$ cat src/rtl/layer_scheduler.sv
// layer_scheduler
// Sequences one frame through NUM_STAGES chained layer engines (conv, pool,
// dense, ...). Each engine is kicked with a one-cycle start pulse and the
// scheduler waits for that engine's done pulse before moving on. Consecutive
// stages use alternate halves of a ping-pong intermediate buffer. A per-stage
// watchdog moves the scheduler to ERR if an engine never answers.
//
// Handshake: start is a level sampled only in IDLE. Each engine sees a
// one-cycle stage_start pulse and answers with a one-cycle stage_done pulse.
// Only the done bit of the active stage is honoured, and only while waiting.
// The frame ends with a one-cycle done pulse.
//
// Ports
//   clk          rising-edge clock
//   rst          asynchronous active-low reset
//   start        frame request, honoured in IDLE only
//   abort        synchronous abort, returns to IDLE from any state
//   stage_done   per-engine done pulses
//   stage_start  one-hot, one-cycle start pulse per engine
//   cur_stage    index of the active stage
//   buf_sel      ping-pong buffer bank select
//   busy         high in every state except IDLE
//   done         one-cycle frame-complete pulse
//   error        high while in ERR
//   frame_count  completed frames, wraps at 16 bits
//   dbgState     current FSM state (IDLE=0 LAUNCH=1 WAIT=2 FINISH=3 ERR=4)
module layer_scheduler #(
   parameter int NUM_STAGES      = 3,
   parameter int STAGE_ADR_WIDTH = 2,
   parameter int TIMEOUT         = 1048575
) (
   input  logic                       clk,
   input  logic                       rst,
   input  logic                       start,
   input  logic                       abort,
   input  logic [NUM_STAGES-1:0]      stage_done,
   output logic [NUM_STAGES-1:0]      stage_start,
   output logic [STAGE_ADR_WIDTH-1:0] cur_stage,
   output logic                       buf_sel,
   output logic                       busy,
   output logic                       done,
   output logic                       error,
   output logic [15:0]                frame_count,
   output logic [2:0]                 dbgState
);

   typedef enum logic [2:0] {
      IDLE   = 3'd0,
      LAUNCH = 3'd1,
      WAIT   = 3'd2,
      FINISH = 3'd3,
      ERR    = 3'd4
   } stateT;

   localparam logic [STAGE_ADR_WIDTH-1:0] LAST_STAGE = STAGE_ADR_WIDTH'(NUM_STAGES - 1);
   // The watchdog counts from 0, so reaching TIMEOUT-1 means TIMEOUT waited cycles.
   localparam logic [19:0] WD_LIMIT = 20'(TIMEOUT - 1);
   localparam logic [NUM_STAGES-1:0] ONE_HOT_BASE = NUM_STAGES'(1);

   stateT       state;
   logic [19:0] watchdog;

   assign dbgState = state;

   always_ff @(posedge clk or negedge rst) begin
      if (!rst) begin
         state       <= IDLE;
         stage_start <= '0;
         cur_stage   <= '0;
         buf_sel     <= 1'b0;
         busy        <= 1'b0;
         done        <= 1'b0;
         error       <= 1'b0;
         frame_count <= 16'd0;
         watchdog    <= 20'd0;
      end else begin
         // Pulse outputs default low so each assertion lasts exactly one cycle.
         stage_start <= '0;
         done        <= 1'b0;

         if (abort) begin
            // Abort outranks every other event; the frame counter is kept.
            state     <= IDLE;
            cur_stage <= '0;
            buf_sel   <= 1'b0;
            busy      <= 1'b0;
            error     <= 1'b0;
            watchdog  <= 20'd0;
         end else begin
            case (state)
               IDLE: begin
                  if (start) begin
                     cur_stage <= '0;
                     buf_sel   <= 1'b0;
                     busy      <= 1'b1;
                     state     <= LAUNCH;
                  end
               end

               LAUNCH: begin
                  stage_start <= ONE_HOT_BASE << cur_stage;
                  watchdog    <= 20'd0;
                  state       <= WAIT;
               end

               WAIT: begin
                  // The active stage's done wins over a timeout in the same cycle.
                  if (stage_done[cur_stage]) begin
                     if (cur_stage == LAST_STAGE) begin
                        state <= FINISH;
                     end else begin
                        cur_stage <= cur_stage + 1'b1;
                        buf_sel   <= ~buf_sel;
                        state     <= LAUNCH;
                     end
                  end else if (watchdog == WD_LIMIT) begin
                     error <= 1'b1;
                     state <= ERR;
                  end else begin
                     watchdog <= watchdog + 20'd1;
                  end
               end

               FINISH: begin
                  done        <= 1'b1;
                  frame_count <= frame_count + 16'd1;
                  busy        <= 1'b0;
                  state       <= IDLE;
               end

               ERR: begin
                  // Parked until abort; cur_stage still names the stalled engine.
                  state <= ERR;
               end

               default: begin
                  busy  <= 1'b0;
                  error <= 1'b0;
                  state <= IDLE;
               end
            endcase
         end
      end
   end

endmodule

$ cat config.mk
export PLATFORM = sky130hd
export DESIGN_NAME = layer_scheduler
export DESIGN_NICKNAME = d
export VERILOG_FILES = /design/src/rtl/layer_scheduler.sv
export SDC_FILE = /design/constraint.sdc
export NUM_CORES = 1
export LEC_CHECK = 0
export CAP_MARGIN = 25
export CELL_PAD_IN_SITES_DETAIL_PLACEMENT = 2
export CELL_PAD_IN_SITES_GLOBAL_PLACEMENT = 2
export CORE_ASPECT_RATIO = 0.9
export CORE_UTILIZATION = 34
export CTS_CLUSTER_SIZE = 16
export DETAILED_ROUTE_END_ITERATION = 10
export PLACE_DENSITY = 0.87
export SETUP_SLACK_MARGIN = 0.3
export SLEW_MARGIN = 20
export SYNTH_ARGS = -nofsm -noshare
export SYNTH_HDL_FRONTEND = slang
export SYNTH_SLANG_ARGS = --single-unit
$ cat constraint.sdc
create_clock -name clk -period 2.23 [get_ports clk]
set_input_delay 0.446 -clock clk [delete_from_list [all_inputs] [get_ports clk]]
set_output_delay 0.446 -clock clk [all_outputs]
set_load 0.05 [all_outputs]
# After elaboration in Yosys (flattened, before gate mapping)
# Index checks and enable logic that the tools add are counted.
# totals
reg_bits,48
latch_bits,0
ramBits,0
romBits,0
inputBits,7
output_inout_bits,28
wordCells,75
mem_count,0
# op_classes
n_addsub,3
n_mul,0
div,0
order_cmp,1
n_eq_ne,15
n_shift,1
mux,33
bitwise_logic,2
n_reduce_logical,11
# op_table
operator,n
two-way mux 20 bit,3
case mux 20 bit (2 select lines),1
"adder 20 x 1 -> 20 bit, second input constant",1
"equality test 20 bit, second input constant",1
two-way mux 3 bit,6
"inequality test 3 bit, second input constant",6
"adder 16 x 1 -> 16 bit, second input constant",1
two-way mux 1 bit,12
case mux 3 bit (4 select lines),1
two-way mux 2 bit,5
"equality test 3 x 2 -> 1 bit, second input constant",2
case mux 1 bit (2 select lines),3
AND reduction 2 bit,3
AND reduction 3 bit,2
nonzero test 3 bit,2
"inequality test 2 x 1 -> 1 bit, second input constant",2
"inequality test 4 bit, second input constant",1
case mux 2 bit (2 select lines),1
AND reduction 4 bit,1
OR reduction 4 bit,1
"equality test 3 x 1 -> 1 bit, second input constant",1
"equality test 3 bit, second input constant",1
logical NOT 3 bit,1
"less-than comparator 2 x 3 -> 1 bit, second input constant",1
other kinds (6),7

# Longest topological paths before layout
# Gate-level depths: netlist of run 1.
# logic_depth
ltp_word,5
ltp_mapped,8
ltp_nobuf,7

# Least setup slack after synthesis of run 1
# No wires, ideal clock.
# synth_path
path_kind,flip-flop to flip-flop
start,register cur_stage[0]
end,register watchdog[10]
t_arrival_ns,2.083
required_time_ns,2.106
setup_slack_ns,0.023
stages_incl_launch_ff,8
period_less_slack_ns,2.207
cell_sequence,dfrtp_1 > mux2i_1 > o21ai_1 > a311o_1 > buf_6 > and2_4 > buf_6 > a211o_1
# synth_via
elab_chain_len,4
# synth_rtl
item,line,source
from (decl),38,"output logic [STAGE_ADR_WIDTH-1:0] cur_stage,"
from (signal assigned),112,cur_stage <= cur_stage + 1'b1;
binary-select mux 1 bit (select 2 bit),108,if (stage_done[cur_stage]) begin
two-way mux 1 bit (implied by the code),108,
inequality test 3 bit (no line),--,
AND reduction 3 bit (no line),--,
to (signal assigned),120,watchdog <= watchdog + 20'd1;
to (decl),61,logic [19:0] watchdog;
# Every way passes these cells. The select of a mux whose other input is x is not followed.
# A chain may end at the register's enable or synchronous reset.

# Final worst setup path of run 1
# layout_path
start,input abort
end,register watchdog[16]
# layout_via
elab_chain_len,2
# layout_rtl
item,line,source
from (decl),35,"input logic abort,"
inequality test 3 bit (no line) or nonzero test 3 bit (tied branches),--,
AND reduction 3 bit (no line),--,
# Several ways; a longest one is shown, not always the timed one.

==> run_results.csv, run 1 <==
group,metric,value,unit
pwr,max-vdd-ir-drop,0.000369,V
clock_network,clock_latency,0.32,ns
critical_path,rrSetupSlack,0.28,ns
place,io_buffer_count,34,
floorplan,die_w,93.6,um
synth,synth_nets,278,
detailed_routing,dr.first_iter.drc_count,115,
place,half_perimeter_wire_length_of_the_detailed_placement_result,5.33,mm
floorplan,boundaryPins,35,
detailed_routing,drc,0,
critical_path,cp_data_required_time,2.47,ns
floorplan,core_rows,29,
detailed_routing,finalWirelength,8.90,mm
synth,ys_dominant_reg_cell,"sky130_fd_sc_hd__dfrtp_1",
synth,synth_top_area_share,46.8,%
synth,avgSynthCellArea,9.69,sq um
sta,max_freq,510,MHz
global_route,maximum_number_of_pins_on_one_net_before_global_route_repair,49,
clock_network,clk_root_buffer_cell,"sky130_fd_sc_hd__clkbuf_8",
cells_and_area,num_antenna_cells,0,
synth,synth_edf_count,0,
pwr,power.switching,0.000546,W
synth,synth_seq_cells,48,
detailed_routing,route.detailed.vias_per_inst,5.75,
synth,synth_async_sr_flop_share,100,%
critical_path,timing_worst_setup_path_type,"input pin to register",
global_route,grt_util_all_layers,21.3,%
sta,finalSetupViolCount,0,
place,numPlacedInstances,397,
detailed_routing,drt_pass1_iterations,4,
outcome,outcome,"finished clean",
detailed_routing,post_detailed_route_wirelength_per_cell,21.0,um
place,gp_routability_congestion,0.820,
detailed_routing,detailroute.via_count,2431,
synth,synth_cell_types,52,
min_path,hold_path.class,"input pin to asynchronous set/reset pin",
pwr,internal_power,0.00131,W
floorplan,full_die_area,0.00791,sq mm
cells_and_area,final_cell_count_no_fill,423,
cells_and_area,finish.instance_area,0.00342,sq mm
sta,final_count_of_pins_violating_max_slew,0,
pwr,power_switching_share,29.4,%
job,drv_cap,0,
global_route,grt_pass1_wl,13.0,mm
pwr,power_frac_seq,49.3,%
detailed_routing,postRouteAntennaNets,0,
pwr,power_per_cell_area,544,mW/mm^2
synth,synth_area_leaders,"sky130_fd_sc_hd__dfrtp_1 47%, sky130_fd_sc_hd__and3_1 3.9%, sky130_fd_sc_hd__a211o_1 3.4%, sky130_fd_sc_hd__nand4_1 3.4%, sky130_fd_sc_hd__nand3_1 3.3%",
clock_network,tritoncts_clock_tree,"done",
pwr,combPwrFrac,14.4,%
synth,syn_area,0.00257,sq mm
clock_network,cts_hold_buffers,0,
synth,synth_largest_area_cell,"sky130_fd_sc_hd__dfrtp_1",
sta,grt_setup_unrepaired,"yes",
critical_path,worstRegToRegCells,8,
sta,tmin_final,1.96,ns
pwr,p_clk_share,36.3,%
floorplan,initial_core_utilization,35.8,%
clock_network,cts_num_sinks,48,
synth,seq_total_area_yosys,46.8,%
clock_network,cts_htree_levels,2,
clock_network,clkTransAtPathRegs,0.10,ns
critical_path,top_fanout_value_on_the_critical_path,14,
floorplan,die_h,84.5,um
pwr,p_leak,1.67,nW
place,placed_area,0.00310,sq mm
sta,whs,0.0940,ns
sta,final_cycle_share,87.9,%
global_route,overall_overflow_remaining_after_global_route,0,
floorplan,placeable_core_area,0.00718,sq mm
cells_and_area,fin_nets,342,
sta,slew-limit-headroom,66.2,%
critical_path,worst_setup_path_end_kind,"register",
clock_network,clock_path_buffers,2,
global_route,first_global_vias,2530,
synth,post_syn_instances,265,
sta,worstMarginPinSlew,0.507,ns
clock_network,cts_made_buffers,5,
critical_path,cp_data_arrival_time,2.20,ns
synth,synth-warning-count,0,
critical_path,cp-start-kind,"input pin",
cells_and_area,areaGrowthSynthToFinish,33.0,%
sta,final.setup_skew,0.00648,ns
sta,final-hold-violation-count,0,
global_route,initial_antenna_violation_count,0,
cells_and_area,post_route_cells_drive_above_1_share,23.3,%
path summary, 6_finish.rpt:
kind / from / end
max in group asynchronous: rst / dbgState[0]
min in group clk: frame_count[15] / frame_count[15]
worst max register to register: watchdog[0] / watchdog[16]
worst min-delay path: rst / done
worst max-delay path: abort / watchdog[16]
worst min register to register: frame_count[15] / frame_count[15]
metrics by stage:
step / setup WS, ns / power, W / util [%] / TNS [ns]
final: 0.271 / 0.00186 / 47.6 / 0
after global routing: 0.221 / 0.00192 / 47.6 / 0
after CTS: 0.289 / 0.00185 / 45.1 / 0
after detailed placement: -0.0472 / 0.00120 / 43.2 / -0.130
after global placement: 0.0419 / 0.00119 / 43.2 / 0
after floorplan: 0.227 / 0.00109 / - / 0
cells in the final DEF (no fill, tap or decap), types with 5 or more instances in the layout:
cell / count
sky130_fd_sc_hd__dfrtp_1: 43
sky130_fd_sc_hd__buf_4: 30
sky130_fd_sc_hd__dlygate4sd2_1: 26
sky130_fd_sc_hd__nand3_1: 16
sky130_fd_sc_hd__nand2_1: 16
sky130_fd_sc_hd__and3_1: 15
sky130_fd_sc_hd__nand4_1: 14
sky130_fd_sc_hd__nor2_1: 13
sky130_fd_sc_hd__inv_1: 12
sky130_fd_sc_hd__a21oi_1: 12
sky130_fd_sc_hd__o21ai_0: 10
sky130_fd_sc_hd__a211o_1: 9
sky130_fd_sc_hd__xnor2_1: 8
sky130_fd_sc_hd__nor3_1: 8
sky130_fd_sc_hd__xor2_1: 7
sky130_fd_sc_hd__clkdlybuf4s50_1: 6
sky130_fd_sc_hd__ha_1: 5
sky130_fd_sc_hd__clkbuf_8: 5
sky130_fd_sc_hd__dfrtp_2: 5
metal layers:
metal  share of wire, %  GRT usage, %  up-vias
met5                  0             0        -
met3                3.2          3.08       17
met2                 51          37.6       56
li1                   -             -     1097
met4                1.7          5.45        0
met1                 44          27.1     1261
power groups by stage:
stage | clock network [W] | logic, W | registers, W
after global routing | 0.000712 | 0.000284 | 0.000922
after CTS | 0.000672 | 0.000258 | 0.000917
after floorplan | 0 | 0.0000897 | 0.000997
after global placement | 0 | 0.000253 | 0.000933
final | 0.000674 | 0.000267 | 0.000917
after detailed placement | 0 | 0.000262 | 0.000935
timing repair:
item                       CTS  global route
gates cloned                 0             1
pin swaps                    6             8
resized for setup           33            18
setup endpoints to repair   45            22
setup buffers                4            13
layout make-up:
type,count,area (sq um)
clock buffers,5,68.8
clock inverters,3,42.5
fillers,764,3770
inverters,13,48.8
multi-input cells,193,1350
flip-flops and latches,48,1210
well taps,93,116
repair buffers,68,584
worst max-delay path, cell delays in order:
cell and delay (ns):
sky130_fd_sc_hd__clkdlybuf4s50_1 0.47, sky130_fd_sc_hd__nor2_2 0.19, sky130_fd_sc_hd__nand2_2 0.13, sky130_fd_sc_hd__buf_4 0.16, sky130_fd_sc_hd__a211oi_2 0.24, sky130_fd_sc_hd__buf_6 0.21, sky130_fd_sc_hd__a21boi_0 0.14, sky130_fd_sc_hd__a2bb2oi_1 0.21
registers in the layout, summed over array words and instances, names as in the netlist:
register     flops
error            1
dbgState         3
stage_start      3
frame_count     16
busy             1
buf_sel          1
done             1
watchdog        20
cur_stage        2
cell families (layout without fill, tap and decap cells):
group / after synthesis / after routing / share of synthesized area, %
AO/OA/AOI/OAI: 56 / 57 / 15.2
XOR/XNOR: 15 / 15 / 5.11
adder cells (fa/ha/maj): 6 / 6 / 2.92
buffers and inverters: 25 / 89 / 4.58
flip-flops: 48 / 48 / 46.8
multiplexers: 4 / 4 / 1.61
AND/OR/NAND/NOR: 111 / 111 / 23.8
cell usage after synthesis, types with 2 or more instances:
master and n:
sky130_fd_sc_hd__nor2_1 16, sky130_fd_sc_hd__a2bb2oi_1 4, sky130_fd_sc_hd__clkbuf_1 2, sky130_fd_sc_hd__mux2i_1 3, sky130_fd_sc_hd__nand3_1 17, sky130_fd_sc_hd__or4_1 2, sky130_fd_sc_hd__o21a_1 2, sky130_fd_sc_hd__a31oi_1 3
sky130_fd_sc_hd__and4_1 2, sky130_fd_sc_hd__inv_1 13, sky130_fd_sc_hd__nand4_1 14, sky130_fd_sc_hd__nand2_1 17, sky130_fd_sc_hd__nor3_1 10, sky130_fd_sc_hd__dfrtp_1 48, sky130_fd_sc_hd__a21oi_1 13, sky130_fd_sc_hd__ha_1 6
sky130_fd_sc_hd__buf_6 2, sky130_fd_sc_hd__xor2_1 7, sky130_fd_sc_hd__buf_2 7, sky130_fd_sc_hd__o21ai_0 10, sky130_fd_sc_hd__and3_1 16, sky130_fd_sc_hd__a211o_1 10, sky130_fd_sc_hd__and2_1 2, sky130_fd_sc_hd__nor4_1 3
sky130_fd_sc_hd__xnor2_1 8, sky130_fd_sc_hd__a21boi_0 2
Note: power is estimated with default switching activity, not from simulation.
==> run 2: changes to the inputs <==
- CORE_UTILIZATION: 34 -> 36
- DONT_BUFFER_PORTS: not set -> 1
- PLACE_DENSITY: 0.87 -> 0.83
- clock period: 2.23 -> 1.77 ns (I/O delays scaled with it)
==> run_results.csv, run 2 (synthesis gave the netlist of run 1 again) <==
group,metric,value,unit
place,half_perimeter_wire_length_of_the_detailed_placement_result,6.73,mm
clock_network,clock_latency,0.32,ns
pwr,combPwrFrac,17.9,%
floorplan,initial_core_utilization,38.2,%
detailed_routing,drt_pass1_iterations,5,
cells_and_area,largest_register,"watchdog",
place,gp_routability_congestion,0.825,
clock_network,clkTransAtPathRegs,0.11,ns
cells_and_area,most_frequent_standard_cell_in_the_layout_excluding_fill_and_tap_cells,"sky130_fd_sc_hd__buf_4",
critical_path,cp-start-kind,"register",
critical_path,cp_data_required_time,1.98,ns
floorplan,core_rows,28,
cells_and_area,largest_register_ffs,20,
clock_network,cts_made_buffers,5,
clock_network,tritoncts_clock_tree,"done",
cells_and_area,fin_nets,369,
floorplan,die_w,91.0,um
sta,final.setup_skew,0.00940,ns
pwr,max-vdd-ir-drop,0.000412,V
sta,max_freq,459,MHz
critical_path,timing_worst_setup_path_type,"register to register",
pwr,power_switching_share,31.1,%
cells_and_area,num_antenna_cells,0,
pwr,p_clk_share,35.3,%
sta,final-hold-violation-count,48,
detailed_routing,postRouteAntennaNets,0,
sta,worstMarginPinSlew,0.536,ns
critical_path,cp_data_arrival_time,2.39,ns
cells_and_area,top_regs,"watchdog: 20 flops, frame_count: 16 flops",
cells_and_area,final_util,60.5,%
detailed_routing,detailroute.via_count,2929,
clock_network,clock_path_buffers,2,
sta,whs,-0.292,ns
place,place_worst_setup_slack,-0.254,ns
critical_path,worst_setup_path_end_kind,"register",
sta,final_count_of_pins_violating_max_slew,0,
floorplan,boundaryPins,35,
sta,post-route-worst-setup-slack,-0.409,ns
job,drv_cap,0,
global_route,overall_overflow_remaining_after_global_route,0,
pwr,p_leak,1.90,nW
sta,grt_setup_unrepaired,"yes",
floorplan,placeable_core_area,0.00673,sq mm
cells_and_area,areaGrowthSynthToFinish,58.3,%
cells_and_area,post_route_cells_drive_above_1_share,52.1,%
global_route,grt_util_all_layers,37.5,%
global_route,grt_pass1_wl,20.1,mm
pwr,power_per_cell_area,610,mW/mm^2
detailed_routing,finalWirelength,15.7,mm
cells_and_area,layout.cells.most_common_list,"69 x sky130_fd_sc_hd__buf_4, 41 x sky130_fd_sc_hd__dfrtp_1, 21 x sky130_fd_sc_hd__buf_6, 14 x sky130_fd_sc_hd__nand4_1, 13 x sky130_fd_sc_hd__and3_1",
floorplan,full_die_area,0.00748,sq mm
detailed_routing,dr.first_iter.drc_count,211,
detailed_routing,route.detailed.vias_per_inst,6.55,
pwr,internal_power,0.00171,W
detailed_routing,drc,0,
clock_network,cts_num_sinks,48,
place,io_buffer_count,0,
clock_network,clk_root_buffer_cell,"sky130_fd_sc_hd__clkbuf_8",
outcome,outcome,"finished with violations",
min_path,hold_path.class,"input pin to asynchronous set/reset pin",
critical_path,top_fanout_value_on_the_critical_path,8,
clock_network,cts_htree_levels,2,
pwr,power_frac_seq,46.8,%
outcome,violations,"hold timing, setup timing",
global_route,initial_antenna_violation_count,0,
pwr,power.switching,0.000771,W
detailed_routing,post_detailed_route_wirelength_per_cell,35.2,um
sta,final_cycle_share,123,%
floorplan,die_h,82.1,um
sta,slew-limit-headroom,64.2,%
sta,finalSetupViolCount,35,
global_route,maximum_number_of_pins_on_one_net_before_global_route_repair,49,
sta,tmin_final,2.18,ns
global_route,first_global_vias,3120,
## run 2: cell count changes in the layout (fill, tap and decap cells not counted), moves of 5 or more
cell                              delta
sky130_fd_sc_hd__a21oi_1             -5
sky130_fd_sc_hd__a21oi_2             +5
sky130_fd_sc_hd__buf_4              +39
sky130_fd_sc_hd__buf_6              +18
sky130_fd_sc_hd__clkdlybuf4s50_1     -6
sky130_fd_sc_hd__dlygate4sd2_1      -26
sky130_fd_sc_hd__nand3_1             -5
sky130_fd_sc_hd__nor2_1              -5
sky130_fd_sc_hd__nor2_4              +5
sky130_fd_sc_hd__o21ai_0             -7
sky130_fd_sc_hd__xnor2_1             -5
sky130_fd_sc_hd__xnor2_2             +5
## run 2: final cells by class
type | count | area, sq um
Fill cell | 638 | 2660
Inverter | 13 | 51.3
Timing Repair Buffer | 95 | 850
Tap cell | 90 | 113
Multi-Input combinational cell | 193 | 1730
Sequential cell | 48 | 1210
Clock inverter | 3 | 42.5
Clock buffer | 5 | 68.8
## run 2: power by group through the flow
stage          registers (W)  logic, W  clock network [W]
2_1_floorplan        0.00126  0.000120                  0
3_3_place_gp         0.00117  0.000300                  0
3_5_place_dp         0.00117  0.000318                  0
4_1_cts              0.00115  0.000384           0.000833
5_1_grt              0.00116  0.000454           0.000910
6_report             0.00116  0.000445           0.000876
## run 2: final timing paths
path                            startpoint               to  slack, ns  cells after the start
max                            watchdog[0]     watchdog[18]      -0.41                     10
min                                    rst   frame_count[4]      -0.29                      0
max reg2reg                    watchdog[0]     watchdog[18]      -0.41                     10
min reg2reg                frame_count[12]  frame_count[12]       0.62                      1
max in group asynchronous              rst  frame_count[12]       1.95                      0
min in group clk                     abort     cur_stage[0]       0.07                      1
## run 2: repair_timing
action | 4_1_cts | 5_1_grt
buffers inserted | 22 | 6
pin swaps | 19 | 13
gates cloned | 1 | 0
setup endpoints to repair | 42 | 47
hold endpoints to repair | 48 | 48
resized for setup | 80 | 42
## run 2: stage by stage
stage,total power [W],hold WS [ns],instance area (sq um),std cells,setup TNS (ns)
after detailed placement,0.00149,0.0598,3180,410,-3.84
after floorplan,0.00138,0.0584,2610,265,-2.38
final,0.00248,-0.292,4070,447,-9.15
after global routing,0.00253,-0.301,4070,447,-9.67
after CTS,0.00237,-0.272,3830,441,-2.78
after global placement,0.00147,0.0597,3180,410,-0.227
## run 2: worst max-delay path, stage by stage (launching register included)
cell                      delay, ns
sky130_fd_sc_hd__dfrtp_1       0.45
sky130_fd_sc_hd__inv_2         0.13
sky130_fd_sc_hd__ha_4          0.15
sky130_fd_sc_hd__nand4_1       0.21
sky130_fd_sc_hd__nor3_4        0.26
sky130_fd_sc_hd__buf_6         0.14
sky130_fd_sc_hd__a211o_4       0.14
sky130_fd_sc_hd__buf_12        0.13
sky130_fd_sc_hd__buf_12        0.13
sky130_fd_sc_hd__nor4_4        0.04
sky130_fd_sc_hd__a211o_1       0.28
## run 2: metal layers
| metal | GRT usage [%] | vias up | wire, um |
|---|---|---|---|
| met1 | 37.9 | 1505 | 5530 |
| met4 | 19.8 | 0 | 1120 |
| met2 | 75.2 | 192 | 8210 |
| met5 | 0 | - | 0 |
| li1 | - | 1147 | - |
| met3 | 6.23 | 85 | 868 |
==> run 3: changes to the inputs <==
- MAX_ROUTING_LAYER: not set -> met4
==> run_results.csv, run 3 <==
group,metric,value,unit
floorplan,boundaryPins,35,
synth,seq_total_area_yosys,46.8,%
synth,synth_nets,278,
synth,avgSynthCellArea,9.69,sq um
synth,synth_seq_cells,48,
synth,synth_largest_area_cell,"sky130_fd_sc_hd__dfrtp_1",
synth,synth_async_sr_flop_share,100,%
synth,synth.area.mux_share,1.61,%
outcome,outcome,"aborted with a tool error",
clock_network,clk_root_buffer_cell,"sky130_fd_sc_hd__clkbuf_8",
synth,ys_dominant_reg_cell,"sky130_fd_sc_hd__dfrtp_1",
outcome,failed_stage,"global routing",
synth,post_syn_instances,265,
clock_network,cts_num_sinks,48,
clock_network,cts_made_buffers,5,
sta,worst_endpoint,"watchdog[19]$_DFFE_PN0P_/D",
synth,syn_area,0.00257,sq mm
synth,synth_top_family_by_area,"simple AND/OR/NAND/NOR gates",
synth,synth_cell_types,52,
sta,endpoint_type,"sequential cell input",
global_route,initial_antenna_violation_count,0,
floorplan,core_rows,28,
synth,synth_top_area_share,46.8,%
synth,synth_area_leaders,"sky130_fd_sc_hd__dfrtp_1 47%, sky130_fd_sc_hd__and3_1 3.9%, sky130_fd_sc_hd__a211o_1 3.4%, sky130_fd_sc_hd__nand4_1 3.4%, sky130_fd_sc_hd__nand3_1 3.3%",
synth,synth-warning-count,0,
synth,synth_edf_count,0,
floorplan,die_h,82.1,um
outcome,toolErrorMsg,"[ERROR DPL-0033] detailed placement checks failed during check placement.",
global_route,maximum_number_of_pins_on_one_net_before_global_route_repair,49,
synth,synth-compound-area-share,15.2,%
synth,synthTopCellsByCount,"48 x sky130_fd_sc_hd__dfrtp_1, 17 x sky130_fd_sc_hd__nand2_1, 17 x sky130_fd_sc_hd__nand3_1",
synth,synth-adder-area-share,2.92,%
place,gp_routability_congestion,0.838,
place,io_buffer_count,0,
synth,yosys.cell_count.top_type,"sky130_fd_sc_hd__dfrtp_1",
floorplan,die_w,91.0,um
synth,synth_simple_gate_area_share,23.8,%
place,half_perimeter_wire_length_of_the_detailed_placement_result,6.73,mm
synth,post_synth_xor_area_fraction,5.11,%
clock_network,clock_path_buffers,2,
clock_network,cts_htree_levels,2,
floorplan,initial_core_utilization,38.2,%
-- run 3: stage by stage --
| step | cell area [sq um] | std cells | util, % | setup WS [ns] | hold WS, ns |
|---|---|---|---|---|---|
| after floorplan | 2610 | 265 | - | -0.232 | 0.0584 |
| after global placement | 3180 | 410 | 47.3 | -0.0597 | 0.0597 |
| after detailed placement | 3180 | 410 | 47.3 | -0.254 | 0.0598 |
| after CTS | 3830 | 441 | 56.9 | -0.233 | -0.272 |
-- run 3: cell families after synthesis --
group                      after synthesis
and+or+nand+nor                        111
AOI/OAI and AO/OA                       56
muxes                                    4
buffers and inverters                   25
adders and majority gates                6
xor gates and xnor gates                15
DFF                                     48
-- run 3: repair_timing --
item / in CTS
gates resized for setup: 80
hold endpoints to repair: 48
pin swaps: 19
setup buffers: 22
gates cloned: 1
setup endpoints to repair: 42
==> run 4: changes to the inputs <==
- CELL_PAD_IN_SITES_DETAIL_PLACEMENT: 2 -> not set
- CELL_PAD_IN_SITES_GLOBAL_PLACEMENT: 2 -> not set
- CORE_ASPECT_RATIO: 0.9 -> not set
- CORE_UTILIZATION: 36 -> 40
- CTS_CLUSTER_SIZE: 16 -> not set
- MAX_ROUTING_LAYER: met4 -> not set
- PLACE_DENSITY: 0.83 -> not set
- PLACE_DENSITY_LB_ADDON: not set -> 0.15
- SETUP_SLACK_MARGIN: 0.3 -> not set
- clock period: 1.77 -> 2.3 ns (I/O delays scaled with it)
==> run_results.csv, run 4 (synthesis gave the netlist of run 1 again) <==
group,metric,value,unit
critical_path,timing.rr.end,"watchdog[13]",
pwr,p_clk_share,32.7,%
clock_network,post-cts-setup-buffers,0,
place,half_perimeter_wire_length_of_the_detailed_placement_result,3.82,mm
place,numPlacedInstances,349,
global_route,grt_pass1_wl,9.28,mm
floorplan,initial_core_utilization,42.4,%
clock_network,cts_htree_levels,2,
place,gp_routability_congestion,0.802,
detailed_routing,drt_pass1_iterations,4,
sta,grt_setup_unrepaired,"no",
sta,final-hold-violation-count,0,
pwr,power_switching_share,28.4,%
floorplan,die_h,82.1,um
clock_network,clkTransAtPathRegs,0.10,ns
floorplan,die_w,82.1,um
pwr,power_frac_seq,54.3,%
outcome,outcome,"finished clean",
pwr,power_per_cell_area,567,mW/mm^2
cells_and_area,post_route_cells_drive_above_1_share,14.1,%
sta,final_count_of_pins_violating_max_slew,0,
clock_network,cts_made_buffers,5,
min_path,whs_path_depth,1,
detailed_routing,finalWirelength,5.52,mm
sta,post-route-worst-setup-slack,0.199,ns
detailed_routing,drc,0,
sta,finalSetupViolCount,0,
global_route,grt_util_all_layers,18.2,%
sta,slew-limit-headroom,56.2,%
pwr,p_leak,1.34,nW
min_path,hold_path.class,"input pin to register",
sta,max_freq,476,MHz
cells_and_area,top_regs,"watchdog: 20 flops, frame_count: 16 flops",
sta,final_cycle_share,91.3,%
detailed_routing,route.detailed.vias_per_inst,5.58,
sta,tmin_final,2.10,ns
critical_path,rrSetupSlack,0.20,ns
pwr,max-vdd-ir-drop,0.000318,V
critical_path,worst_r2r_startpoint,"watchdog[0]",
critical_path,timing_worst_setup_path_type,"register to register",
critical_path,top_fanout_value_on_the_critical_path,13,
job,drv_cap,0,
sta,setup-tns-final,0,ns
clock_network,cts_num_sinks,48,
pwr,power.switching,0.000467,W
min_path,min_delay_worst_endpoint,"buf_sel",
floorplan,full_die_area,0.00675,sq mm
critical_path,cp-start-kind,"register",
global_route,first_global_vias,1918,
critical_path,worst_setup_path_end_kind,"register",
place,io_buffer_count,0,
floorplan,core_rows,28,
floorplan,placeable_core_area,0.00606,sq mm
place,place_worst_setup_slack,0.110,ns
cells_and_area,fin_nets,296,
pwr,post-layout-total-power,0.00164,W
cells_and_area,most_frequent_standard_cell_in_the_layout_excluding_fill_and_tap_cells,"sky130_fd_sc_hd__dfrtp_1",
clock_network,tritoncts_clock_tree,"done",
detailed_routing,detailroute.via_count,2004,
detailed_routing,dr.first_iter.drc_count,99,
detailed_routing,postRouteAntennaNets,0,
cells_and_area,num_antenna_cells,0,
global_route,initial_antenna_violation_count,0,
sta,final.setup_skew,0.0147,ns
clock_network,clk_root_buffer_cell,"sky130_fd_sc_hd__clkbuf_8",
critical_path,worstRegToRegCells,8,
cells_and_area,areaGrowthSynthToFinish,12.9,%
detailed_routing,post_detailed_route_wirelength_per_cell,15.4,um
cells_and_area,final_cell_count_no_fill,359,
pwr,internal_power,0.00118,W
pwr,combPwrFrac,13.0,%
global_route,maximum_number_of_pins_on_one_net_before_global_route_repair,49,
cells_and_area,largest_register,"watchdog",
global_route,overall_overflow_remaining_after_global_route,0,
sta,worstMarginPinSlew,0.654,ns
cells_and_area,layout.cells.most_common_list,"48 x sky130_fd_sc_hd__dfrtp_1, 21 x sky130_fd_sc_hd__buf_4, 17 x sky130_fd_sc_hd__nand3_1, 17 x sky130_fd_sc_hd__nand2_1",
clock_network,clock_path_buffers,2,
floorplan,boundaryPins,35,
min_path,min-delay-start,"abort",
critical_path,cp_data_arrival_time,2.29,ns
clock_network,clock_latency,0.31,ns
cells_and_area,largest_register_ffs,20,
critical_path,cp_data_required_time,2.49,ns
## run 4: stage by stage
step	cell area (sq um)	utilization, %	hold slack (ns)
floorplan	2570	-	0.164
global placement	2750	45.4	0.166
detailed placement	2750	45.4	0.165
CTS	2890	47.6	0.194
global route	2900	47.9	0.179
finish	2900	47.9	0.201
## run 4: critical path: stages (launching register included)
cell                      delay (ns)
sky130_fd_sc_hd__dfrtp_1        0.43
sky130_fd_sc_hd__inv_1          0.10
sky130_fd_sc_hd__ha_1           0.17
sky130_fd_sc_hd__nand4_1        0.11
sky130_fd_sc_hd__nor3_2         0.43
sky130_fd_sc_hd__a211o_1        0.20
sky130_fd_sc_hd__buf_4          0.20
sky130_fd_sc_hd__nor3_1         0.07
sky130_fd_sc_hd__a211o_1        0.26
## run 4: what timing repair did
action,CTS,global route
gates resized for setup,0,2
hold endpoints to repair,48,0
endpoints found under the setup margin,0,13
hold buffers,2,0
## run 4: final cells by class
class / count / area (sq um)
Clock buffer: 6 / 82.6
Tap cell: 75 / 93.8
Fill cell: 571 / 3160
Timing Repair Buffer: 23 / 195
Sequential cell: 48 / 1200
Clock inverter: 2 / 15.0
Inverter: 13 / 48.8
Multi-Input combinational cell: 192 / 1260
## run 4: power groups by stage
stage          clock network [W]  logic [W]  registers [W]
2_1_floorplan                  0  0.0000844       0.000966
3_3_place_gp                   0   0.000189       0.000909
3_5_place_dp                   0   0.000190       0.000911
4_1_cts                 0.000560   0.000215       0.000894
5_1_grt                 0.000597   0.000234       0.000897
6_report                0.000538   0.000213       0.000893
## run 4: routing by layer
| metal | GRT usage, % | up-vias | wire length (um) |
|---|---|---|---|
| met3 | 5.05 | 6 | 267 |
| met5 | 0 | - | 0 |
| met2 | 28.8 | 47 | 2510 |
| li1 | - | 994 | - |
| met4 | 7.19 | 0 | 60 |
| met1 | 23.5 | 957 | 2680 |
## run 4: worst max-delay path by stage
stage	startpoint	endpoint	slack [ns]	cells after the start
6_report	watchdog[0]	watchdog[13]	0.20	8
5_1_grt	dbgState[0]	frame_count[13]	0.03	6
4_1_cts	dbgState[0]	frame_count[13]	0.08	6
3_5_place_dp	dbgState[0]	frame_count[13]	0.11	6
3_3_place_gp	watchdog[0]	watchdog[16]	0.19	7
2_1_floorplan	cur_stage[0]	watchdog[10]	0.09	7
